## src/rtl/cpu_types_pkg.sv

```systemverilog
// Shared CPU datapath types: machine word and ALU operation encoding.
// Pure type definitions, no logic.
// Used by the ALU file interface and every ALU initiator.
package cpu_types_pkg;

  typedef logic [31:0] word_t;

  typedef enum logic [3:0] {
    ALU_SLL  = 4'd0,
    ALU_SRL  = 4'd1,
    ALU_SRA  = 4'd2,
    ALU_ADD  = 4'd3,
    ALU_SUB  = 4'd4,
    ALU_AND  = 4'd5,
    ALU_OR   = 4'd6,
    ALU_XOR  = 4'd7,
    ALU_NOR  = 4'd8,
    ALU_SLT  = 4'd9,
    ALU_SLTU = 4'd10
  } aluop_t;

endpackage

```

## src/rtl/alu_mult_seq_if.sv

```systemverilog
// alu_file_if: request/result bundle between an ALU initiator and the shared ALU.
// Purely combinational: result follows operands within the same cycle.
// No flow control; the initiator owns the ALU while it drives it.
interface alu_file_if;

  cpu_types_pkg::word_t  port_a;
  cpu_types_pkg::word_t  port_b;
  cpu_types_pkg::aluop_t ALUOP;
  cpu_types_pkg::word_t  output_port;
  logic                  zero;
  logic                  negative;
  logic                  overflow;

  // Initiator side (drives operands and opcode, reads the result).
  modport tb (
    output port_a, port_b, ALUOP,
    input  output_port, zero, negative, overflow
  );

  // ALU side.
  modport alu (
    input  port_a, port_b, ALUOP,
    output output_port, zero, negative, overflow
  );

endinterface

```

## src/rtl/alu_mult_seq.sv

```systemverilog
// alu_mult_seq: shift-and-add 32x32 multiplier (low 32 bits) using the shared ALU as adder.
// Latency: done in cycle 33 after accepted start; with MULT_EARLY_EXIT_EN, cycle max(1,bitlen(opb))+1.
// No backpressure: start is sampled only in IDLE and ignored otherwise (no queueing).
module alu_mult_seq
  import cpu_types_pkg::*;
(
  input  logic  CLK,
  input  logic  RST,
  input  logic  start,
  input  word_t opa,
  input  word_t opb,
  output logic  busy,
  output logic  done,
  output word_t product,
  alu_file_if.tb aluif
);

  typedef enum logic [1:0] {
    ST_IDLE = 2'd0,
    ST_RUN  = 2'd1,
    ST_DONE = 2'd2
  } state_t;

  state_t     state_q;
  word_t      mcand_q, mcand_d;
  word_t      mplier_q, mplier_d;
  word_t      acc_q, acc_d;
  logic [4:0] cnt_q, cnt_d;
  logic       busy_q;
  logic       done_q;
  word_t      product_q;
  logic       last_iter;

  // ALU is only loaded with real operands while iterating; otherwise it adds 0+0.
  assign aluif.ALUOP  = ALU_ADD;
  assign aluif.port_a = (state_q == ST_RUN) ? acc_q : '0;
  assign aluif.port_b = ((state_q == ST_RUN) && mplier_q[0]) ? mcand_q : '0;

  // Per-iteration next values; ALU overflow and bits shifted out of mcand are dropped.
  always_comb begin
    acc_d    = aluif.output_port;
    mcand_d  = mcand_q << 1;
    mplier_d = mplier_q >> 1;
    cnt_d    = cnt_q + 5'd1;
`ifdef MULT_EARLY_EXIT_EN
    // Stop once no set multiplier bits remain; the accumulator is already final.
    last_iter = (cnt_q == 5'd31) || (mplier_d == '0);
`else
    last_iter = (cnt_q == 5'd31);
`endif
  end

  // Control FSM with registered busy/done/product.
  always_ff @(posedge CLK or posedge RST) begin
    if (RST) begin
      state_q   <= ST_IDLE;
      mcand_q   <= '0;
      mplier_q  <= '0;
      acc_q     <= '0;
      cnt_q     <= '0;
      busy_q    <= 1'b0;
      done_q    <= 1'b0;
      product_q <= '0;
    end else begin
      case (state_q)
        ST_IDLE: begin
          done_q <= 1'b0;
          if (start) begin
            mcand_q  <= opa;
            mplier_q <= opb;
            acc_q    <= '0;
            cnt_q    <= '0;
            busy_q   <= 1'b1;
            state_q  <= ST_RUN;
          end
        end
        ST_RUN: begin
          acc_q    <= acc_d;
          mcand_q  <= mcand_d;
          mplier_q <= mplier_d;
          cnt_q    <= cnt_d;
          if (last_iter) begin
            // The final sum is on the ALU output this cycle; capture it directly.
            product_q <= acc_d;
            busy_q    <= 1'b0;
            done_q    <= 1'b1;
            state_q   <= ST_DONE;
          end
        end
        ST_DONE: begin
          done_q  <= 1'b0;
          state_q <= ST_IDLE;
        end
        default: begin
          busy_q  <= 1'b0;
          done_q  <= 1'b0;
          state_q <= ST_IDLE;
        end
      endcase
    end
  end

  assign busy    = busy_q;
  assign done    = done_q;
  assign product = product_q;

endmodule
```

## src/flat_wrapper.sv

```systemverilog
// flat-port wrapper written by rule: the top's interface ports become plain ports
module alu_mult_seq_flat import cpu_types_pkg::*;
  (CLK, RST, start, opa, opb, busy, done, product, aluif_port_a, aluif_port_b, aluif_ALUOP, aluif_output_port, aluif_zero, aluif_negative, aluif_overflow);
  alu_file_if aluif_i ();
  input  logic CLK;
  input  logic RST;
  input  logic start;
  input  word_t opa;
  input  word_t opb;
  output logic busy;
  output logic done;
  output word_t product;
  output wire logic [$bits(aluif_i.port_a)-1:0] aluif_port_a;
  output wire logic [$bits(aluif_i.port_b)-1:0] aluif_port_b;
  output wire logic [$bits(aluif_i.ALUOP)-1:0] aluif_ALUOP;
  input wire logic [$bits(aluif_i.output_port)-1:0] aluif_output_port;
  input wire logic [$bits(aluif_i.zero)-1:0] aluif_zero;
  input wire logic [$bits(aluif_i.negative)-1:0] aluif_negative;
  input wire logic [$bits(aluif_i.overflow)-1:0] aluif_overflow;
  assign aluif_port_a = aluif_i.port_a;
  assign aluif_port_b = aluif_i.port_b;
  assign aluif_ALUOP = aluif_i.ALUOP;
  assign aluif_i.output_port = aluif_output_port;
  assign aluif_i.zero = aluif_zero;
  assign aluif_i.negative = aluif_negative;
  assign aluif_i.overflow = aluif_overflow;
  alu_mult_seq u_core (.CLK(CLK), .RST(RST), .start(start), .opa(opa), .opb(opb), .busy(busy), .done(done), .product(product), .aluif(aluif_i));
endmodule
```

## config.mk

```make
export PLATFORM = sky130hd
export DESIGN_NAME = alu_mult_seq_flat
export DESIGN_NICKNAME = d
export VERILOG_FILES = /design/src/rtl/cpu_types_pkg.sv /design/src/rtl/alu_mult_seq_if.sv /design/src/rtl/alu_mult_seq.sv /design/src/flat_wrapper.sv
export SDC_FILE = /design/constraint.sdc
export NUM_CORES = 1
export LEC_CHECK = 0
export BUFFER_PORTS_ARGS = -buffer_cell sky130_fd_sc_hd__buf_2
export CORE_MARGIN = 3
export CORE_UTILIZATION = 30
export DETAILED_ROUTE_END_ITERATION = 8
export SYNTH_ARGS = -nofsm -noshare
export SYNTH_HDL_FRONTEND = slang
export SYNTH_SLANG_ARGS = --single-unit
```

## constraint.sdc

```tcl
create_clock -name CLK -period 10.15 [get_ports CLK]
set_input_delay 2.03 -clock CLK [delete_from_list [all_inputs] [get_ports CLK]]
set_output_delay 2.03 -clock CLK [all_outputs]
set_load 0.03 [all_outputs]
```

=== Word-level counts from Yosys, hierarchy flattened ===
Cells that the tools add are included.

* Muxes and demuxes: 18
* Bitwise logic cells: 1
* Reduce and logical (&&, ||, !) cells: 7
* Eq/ne operators: 5
* Add/sub/neg operators: 1

{| class="wikitable"
|+ Operators with widths
! kind !! number
|-
| $pmux 32 s2 || 3
|-
| $mux 32 || 5
|-
| $pmux 5 s2 || 1
|-
| $reduce_and 2->1 || 3
|-
| $add 5x1->5 const B || 1
|-
| $eq 5x5->1 const B || 1
|-
| $mux 5 || 1
|-
| $mux 1 || 4
|-
| $mux 2 || 2
|-
| $pmux 2 s2 || 1
|-
| $pmux 1 s3 || 1
|-
| $reduce_and 3->1 || 1
|-
| $eq 2x1->1 const B || 1
|-
| $eq 2x2->1 const B || 1
|-
| $logic_not 2->1 || 1
|-
| $ne 2x1->1 const B || 1
|-
| $ne 2x2->1 const B || 1
|-
| $reduce_bool 2->1 || 1
|-
| $logic_and 1x1->1 || 1
|-
| $not 1->1 || 1
|}

* Register bits after elaboration: 137
* Output and inout port bits: 102
* Input bits: 102
* Word-level logic and storage cells: 40

=== Logic depth before layout (Yosys ltp) ===
Gate-level depths: netlist of run 1.

* Word-level depth: 3
* Depth in mapped cells: 7
* Depth with buffers taken out: 6

=== Least setup slack after synthesis of run 1 ===
Ideal clock, no wire load.

* Path type: register to output
* Start point: register u_core.state_q[1]
* End point: output aluif_port_b[10]
* Setup slack: 6.763 ns
* Stages on the path, launching flop included: 5
* Arrival: 1.357 ns
* Required time: 8.120 ns
* Path buffers: 2
* Cells stage by stage: dfrtp_1 > and2b_1 > buf_2 > clkbuf_1 > and3_1

* Cells in the longest elaborated chain, start to end: 3

{| class="wikitable"
|+ Ends and longest elaborated chain
! element !! RTL line !! RTL
|-
| start, declared || alu_mult_seq.sv:24 || <nowiki>state_t state_q;</nowiki>
|-
| start signal, assigned || alu_mult_seq.sv:56 || <nowiki>state_q <= ST_IDLE;</nowiki>
|-
| start signal, assigned || alu_mult_seq.sv:74 || <nowiki>state_q <= ST_RUN;</nowiki>
|-
| start signal, assigned || alu_mult_seq.sv:87 || <nowiki>state_q <= ST_DONE;</nowiki>
|-
| $eq 2x1->1 || alu_mult_seq.sv:37 || <nowiki>assign aluif.port_b = ((state_q == ST_RUN) && mplier_q[0]) ? mcand_q : '0;</nowiki>
|-
| $logic_and 1x1->1 || alu_mult_seq.sv:37 ||
|-
| $mux 32 || alu_mult_seq.sv:37 ||
|-
| end, declared || flat_wrapper.sv:14 || <nowiki>output wire logic [$bits(aluif_i.port_b)-1:0] aluif_port_b;</nowiki>
|}

No other way between the ends.

=== Worst setup path after layout of run 1 ===
* Start point: register u_core.state_q[1]
* End point: output aluif_port_a[30]

* Cells in the longest elaborated chain, start to end: 2

{| class="wikitable"
|+ Ends and longest elaborated chain
! element !! RTL line !! RTL
|-
| $eq 2x1->1 || alu_mult_seq.sv:36 || <nowiki>assign aluif.port_a = (state_q == ST_RUN) ? acc_q : '0;</nowiki>
|-
| $mux 32 || alu_mult_seq.sv:36 ||
|-
| end, declared || flat_wrapper.sv:13 || <nowiki>output wire logic [$bits(aluif_i.port_a)-1:0] aluif_port_a;</nowiki>
|}

No other way between the ends.

==> flow_metrics.env, run 1 <==
export IMPL_grt_pass1_wl_um=26380
export IMPL_period_share=0.4808
export IMPL_clk_latency_ns=0.41
export IMPL_drc=0
export IMPL_synth_edf_count=0
export IMPL_max_stage_delay_ns=0.62
export IMPL_finalWirelength_um=16350
export IMPL_antenna_found_initial=0
export IMPL_cts_hold_fix_buffers=0
export IMPL_cts_buffer_depth=2
export IMPL_hp_class="flip-flop to flip-flop"
export IMPL_cts_resized=0
export IMPL_critPathLaunchType="flip-flop"
export IMPL_synth_top_family_by_area="compound AO/OA/AOI/OAI gates"
export IMPL_start_util=0.3111
export IMPL_synth_simple_area_share=0.1494
export IMPL_rows=51
export IMPL_die_h_um=149.2
export IMPL_yosys_area_share_adder=0.004066
export IMPL_chipWidth_um=149.2
export IMPL_irDropWorstVdd_v=0.0001197
export IMPL_io_pins=204
export IMPL_worst_slew_pin_slew_ns=1.049
export IMPL_synth_top_cell_area_share=0.5570
export IMPL_cts_buffers=17
export IMPL_yosys_warnings=0
export IMPL_dp_hpwl_um=10360
export IMPL_synthMuxAreaShare=0.06017
export IMPL_finalClockSkew_ns=0.008164
export IMPL_final_antenna_net_count=0
export IMPL_vias=4932
export IMPL_final_cell_mix="196 x buf_2, 135 x dfrtp_1, 66 x nand2_1"
export IMPL_crit_path_top_delay_cell="buf_4"
export IMPL_gr_total_overflow=0
export IMPL_powerDensity_nw_per_um2=328.2
export IMPL_vias_per_cell=4.807
export IMPL_synth_compound_area_frac=0.1791
export IMPL_core_area_um2=19780
export IMPL_path_cells="buf_4 -> and2b_2 -> buf_4 -> and2_1 -> buf_2"
export IMPL_ys_ff_latch=137
export IMPL_place_gp_congestion=0.7190
export IMPL_wl_per_cell_um=15.94
export IMPL_layout_drive_gt1_share=0.3566
export IMPL_synth_area_um2=6155
export IMPL_crit_top_cell="buf_4"
export IMPL_dieArea_um2=22270
export IMPL_setup_violations=0
export IMPL_relSlewSlack=0.2996
export IMPL_cts_max_level=4
export IMPL_post_cts_buffers=0
export IMPL_fin_nets=851
export IMPL_drt_initial_drc_count=265
export IMPL_clock_fmax_mhz=204.9
export IMPL_period_minus_slack_ns=4.880
export IMPL_synth_xor_area_frac=0
export IMPL_path_class="flip-flop to primary output"
export IMPL_dr_pass1_iters=5
export IMPL_crit_fanout=79
export IMPL_slew_violations=0
export IMPL_grt_start_max_net_pins=80
export IMPL_grt_pass1_vias=4869
export IMPL_outcome="finished clean"
export IMPL_syn_inst=579
export IMPL_cts_sinks=137
export IMPL_setup_tns_ns=0
export IMPL_crit_required_ns=8.12
export IMPL_clk_pin_slew_worst_paths_ns=0.06
export IMPL_cts_tree="done"
export IMPL_nFillCells=2011
export IMPL_layout_commonest_cell="buf_2"
export IMPL_cap_violations=0
export IMPL_hold_viol=0
export IMPL_synth_largest_area_cell="dfrtp_1"
export IMPL_seq_area_frac_synth=0.5570
export IMPL_syn2layout_area_growth_pct=27.49
export IMPL_synth_area_top_cells="dfrtp_1 56%, and2_1 6.5%, mux2_2 5.5%, o21ai_0 5.3%, a22o_1 4.8%"
export IMPL_cp_arrival_ns=2.85
export IMPL_endpoint_kind="primary output"
export IMPL_portBuffers=196
export IMPL_async_flop_share=1.000
export IMPL_rsz0062_at_grt="false"
export IMPL_syn_avg_cell_area_um2=10.63
export IMPL_synthFlopType="dfrtp_1"
export IMPL_grtUsageTotal=0.1479
export IMPL_ys_types=29
export IMPL_p_leak_nw=3.853
export IMPL_crit_family="buffers and inverters"
export IMPL_crit_buf_inv=3
export IMPL_power_w=0.002575
export IMPL_root_buffer="clkbuf_16"
-- registers in the layout, indices dropped and copies added, names as in the netlist --
signal / count
u_core.mcand_q: 32
u_core.done: 1
u_core.cnt_q: 5
u_core.acc_q: 32
u_core.state_q: 2
u_core.product: 32
u_core.mplier_q: 32
u_core.busy: 1
-- final timing paths --
| path | start | to | slack, ns | cells past startpoint |
|---|---|---|---|---|
| min | u_core.mplier_q[3] | u_core.mplier_q[3] | 0.47 | 2 |
| max | u_core.state_q[1] | aluif_port_a[30] | 5.27 | 5 |
| min reg2reg | u_core.mplier_q[3] | u_core.mplier_q[3] | 0.47 | 2 |
| max in group asynchronous | RST | u_core.state_q[1] | 7.03 | 3 |
| max reg2reg | u_core.state_q[1] | u_core.product[13] | 6.76 | 5 |
| min in group asynchronous | RST | u_core.mcand_q[20] | 1.75 | 2 |
-- tightest hold or removal path, stage by stage, from the launching register on --
cell and delay, ns:
dfrtp_1 0.33, nand2_1 0.05, o21ai_0 0.06
-- through the flow --
step	worst slack [ns]	area (um^2)	hold WS [ns]	util	std cells
final	5.270	7846	0.4701	0.3966	1026
after global routing	5.052	7844	0.4995	0.3965	1025
after CTS	5.245	7844	0.4765	0.3965	1025
after detailed placement	5.702	7267	0.4620	0.3674	993
after global placement	5.705	7267	0.4547	0.3674	993
after floorplan	4.452	6162	0.4418	-	581
-- per-layer routing --
| layer | track usage | routed length, um | part of all wire |
|---|---|---|---|
| met5 | 0 | 0 | 0 |
| met2 | 0.2374 | 7955 | 0.49 |
| met4 | 0.03616 | 113 | 0.0069 |
| met3 | 0.04102 | 884 | 0.054 |
| met1 | 0.1993 | 7399 | 0.45 |
-- power by group --
group	total (W)	internal [W]	leakage, nW	switching (W)
Sequential	0.000902	0.000770	1.69	0.000133
Combinational	0.00107	0.000376	1.87	0.000690
Clock	0.000607	0.000364	0.287	0.000243
-- cells in the mapped netlist, types with 2 or more instances --
library cell,number
a22o_1,34
conb_1,2
dfrtp_1,137
nor2_1,4
and3_1,33
clkbuf_1,24
buf_6,3
nor2b_1,4
buf_4,6
a22oi_1,32
a21oi_1,4
a31oi_1,31
ha_1,2
mux2_1,2
mux2_2,30
o21ai_0,65
and2_1,64
buf_2,22
nand2_1,66
inv_1,5
-- layout make-up --
class                      instances  area (um^2)  share of cell area
tap                              265        331.6             0.04226
timing repair buffer             203         1033              0.1317
multi-input combinational        383         2447              0.3119
sequential                       137         3431              0.4373
clock inverter                    14        147.6             0.01882
clock buffer                      18        429.2             0.05470
antenna                            1        2.502           0.0003189
inverter                           5        23.77            0.003030
-- logic make-up after synthesis --
| family | after synthesis |
|---|---|
| buf+inv | 61 |
| mux | 33 |
| other cells | 2 |
| compound gates | 169 |
| simple gates | 175 |
| flops | 137 |
| fa+ha+maj | 2 |
(Power assumes the default switching activity.)
==> run 2, diff against run 1 <==
==> constraint.sdc (replaced) <==
create_clock -name CLK -period 4.55 [get_ports CLK]
set_input_delay 0.91 -clock CLK [delete_from_list [all_inputs] [get_ports CLK]]
set_output_delay 0.91 -clock CLK [all_outputs]
set_load 0.03 [all_outputs]
==> run 2 against run 1 <==
Routed wire length up 2.7%. Cell area grew 0.62%. Critical path type unchanged. Cell count increased by 0.29%. Core utilization grew 0.25 points. Critical endpoint is now aluif_port_a[11].
==> flow_metrics.env, run 2 (synthesis gave the netlist of run 1 again) <==
export IMPL_path_class="flip-flop to primary output"
export IMPL_hold_viol=0
export IMPL_gr_total_overflow=0
export IMPL_final_cell_mix="196 x buf_2, 135 x dfrtp_1, 66 x nand2_1"
export IMPL_crit_path_top_delay_cell="and2b_2"
export IMPL_cp_arrival_ns=2.30
export IMPL_grt_start_max_net_pins=70
export IMPL_cts_resized=0
export IMPL_fin_nets=852
export IMPL_root_buffer="clkbuf_16"
export IMPL_place_gp_congestion=0.7345
export IMPL_rows=51
export IMPL_crit_fanout=54
export IMPL_cts_hold_fix_buffers=0
export IMPL_crit_buf_inv=2
export IMPL_post_cts_buffers=0
export IMPL_outcome="finished clean"
export IMPL_dieArea_um2=22270
export IMPL_irDropWorstVdd_v=0.0002634
export IMPL_endpoint_kind="primary output"
export IMPL_dr_pass1_iters=6
export IMPL_rsz0062_at_grt="false"
export IMPL_grt_pass1_vias=4916
export IMPL_powerDensity_nw_per_um2=736.5
export IMPL_power_w=0.005815
export IMPL_die_h_um=149.2
export IMPL_clock_fmax_mhz=312.0
export IMPL_hp_class="flip-flop to flip-flop"
export IMPL_antenna_found_initial=3
export IMPL_setup_violations=0
export IMPL_wl_per_cell_um=16.32
export IMPL_start_util=0.3111
export IMPL_clk_pin_slew_worst_paths_ns=0.06
export IMPL_max_stage_delay_ns=0.77
export IMPL_vias=5008
export IMPL_cts_sinks=137
export IMPL_cap_violations=0
export IMPL_period_minus_slack_ns=3.205
export IMPL_layout_commonest_cell="buf_2"
export IMPL_cts_buffers=17
export IMPL_dpl_cell_area_um2=7298
export IMPL_drt_initial_drc_count=286
export IMPL_dp_hpwl_um=10750
export IMPL_post_route_util=0.3991
export IMPL_critPathLaunchType="flip-flop"
export IMPL_p_leak_nw=3.858
export IMPL_finalClockSkew_ns=0.008184
export IMPL_chipWidth_um=149.2
export IMPL_relSlewSlack=0.3009
export IMPL_io_pins=204
export IMPL_grtUsageTotal=0.1496
export IMPL_cts_tree="done"
export IMPL_design_area_um2=7895
export IMPL_finalWirelength_um=16800
export IMPL_drc=0
export IMPL_portBuffers=196
export IMPL_grt_pass1_wl_um=26520
export IMPL_slew_violations=0
export IMPL_cts_buffer_depth=2
export IMPL_crit_required_ns=3.64
export IMPL_syn2layout_area_growth_pct=28.28
export IMPL_core_area_um2=19780
export IMPL_path_cells="and2b_2 -> buf_12 -> and2_1 -> buf_2"
export IMPL_layout_drive_gt1_share=0.3574
export IMPL_worst_slew_pin_slew_ns=1.047
export IMPL_vias_per_cell=4.867
export IMPL_period_share=0.7044
export IMPL_setup_tns_ns=0
export IMPL_crit_family="simple AND/OR/NAND/NOR gates"
export IMPL_clk_latency_ns=0.41
export IMPL_nFillCells=1975
export IMPL_cts_max_level=4
export IMPL_final_antenna_net_count=0
## run 2: changes by cell type in the layout (fill, tap and decap cells not counted), sizes merged
cell and change:
inv +2, buf +1, clkinvlp +3, clkinv -5, diode +2
## run 2: metrics by stage
stage | setup slack [ns] | instances | hold slack [ns]
2_1_floorplan | 1.933 | 581 | 0.4418
3_3_place_gp | 1.709 | 994 | 0.4524
3_5_place_dp | 1.691 | 994 | 0.4631
4_1_cts | 1.300 | 1026 | 0.4775
5_1_grt | 1.204 | 1028 | 0.4979
6_report | 1.345 | 1029 | 0.4729
## run 2: worst paths after layout
| check | start | cells after the start | slack [ns] | end |
|---|---|---|---|---|
| worst max-delay path | u_core.state_q[1] | 4 | 1.34 | aluif_port_a[11] |
| worst min-delay path | u_core.mplier_q[5] | 2 | 0.47 | u_core.mplier_q[5] |
| worst min register to register | u_core.mplier_q[5] | 2 | 0.47 | u_core.mplier_q[5] |
| min in group asynchronous | RST | 2 | 0.56 | u_core.acc_q[13] |
| worst max register to register | u_core.state_q[1] | 4 | 1.86 | u_core.product[18] |
| max in group asynchronous | RST | 3 | 2.92 | u_core.mcand_q[5] |
## run 2: worst min-delay path, cell delays in order (launching register included)
cell and delay [ns]:
dfrtp_1 0.33, nand2_1 0.04, o21ai_0 0.06
## run 2: layer usage
| metal | global-route usage | up-vias | share of wire |
|---|---|---|---|
| li1 | - | 2382 | - |
| met1 | 0.1954 | 2446 | 0.45 |
| met2 | 0.2363 | 151 | 0.47 |
| met3 | 0.04284 | 27 | 0.056 |
| met4 | 0.05675 | 2 | 0.022 |
| met5 | 0 | - | 0.00077 |
## run 2: cell type report
cell class / count / area (um^2) / area share
diodes: 3 / 7.507 / 0.0009509
well taps: 265 / 331.6 / 0.04200
multi-input cells: 383 / 2447 / 0.3100
repair buffers: 204 / 1066 / 0.1350
flip-flops and latches: 137 / 3431 / 0.4345
inverters: 5 / 22.52 / 0.002853
clock buffers: 18 / 429.2 / 0.05436
clock inverters: 14 / 160.2 / 0.02029
## run 2: power breakdown
part           switching [W]  internal, W
clock network       0.000563     0.000821
logic                0.00157     0.000851
registers           0.000297      0.00172
total                0.00243      0.00339
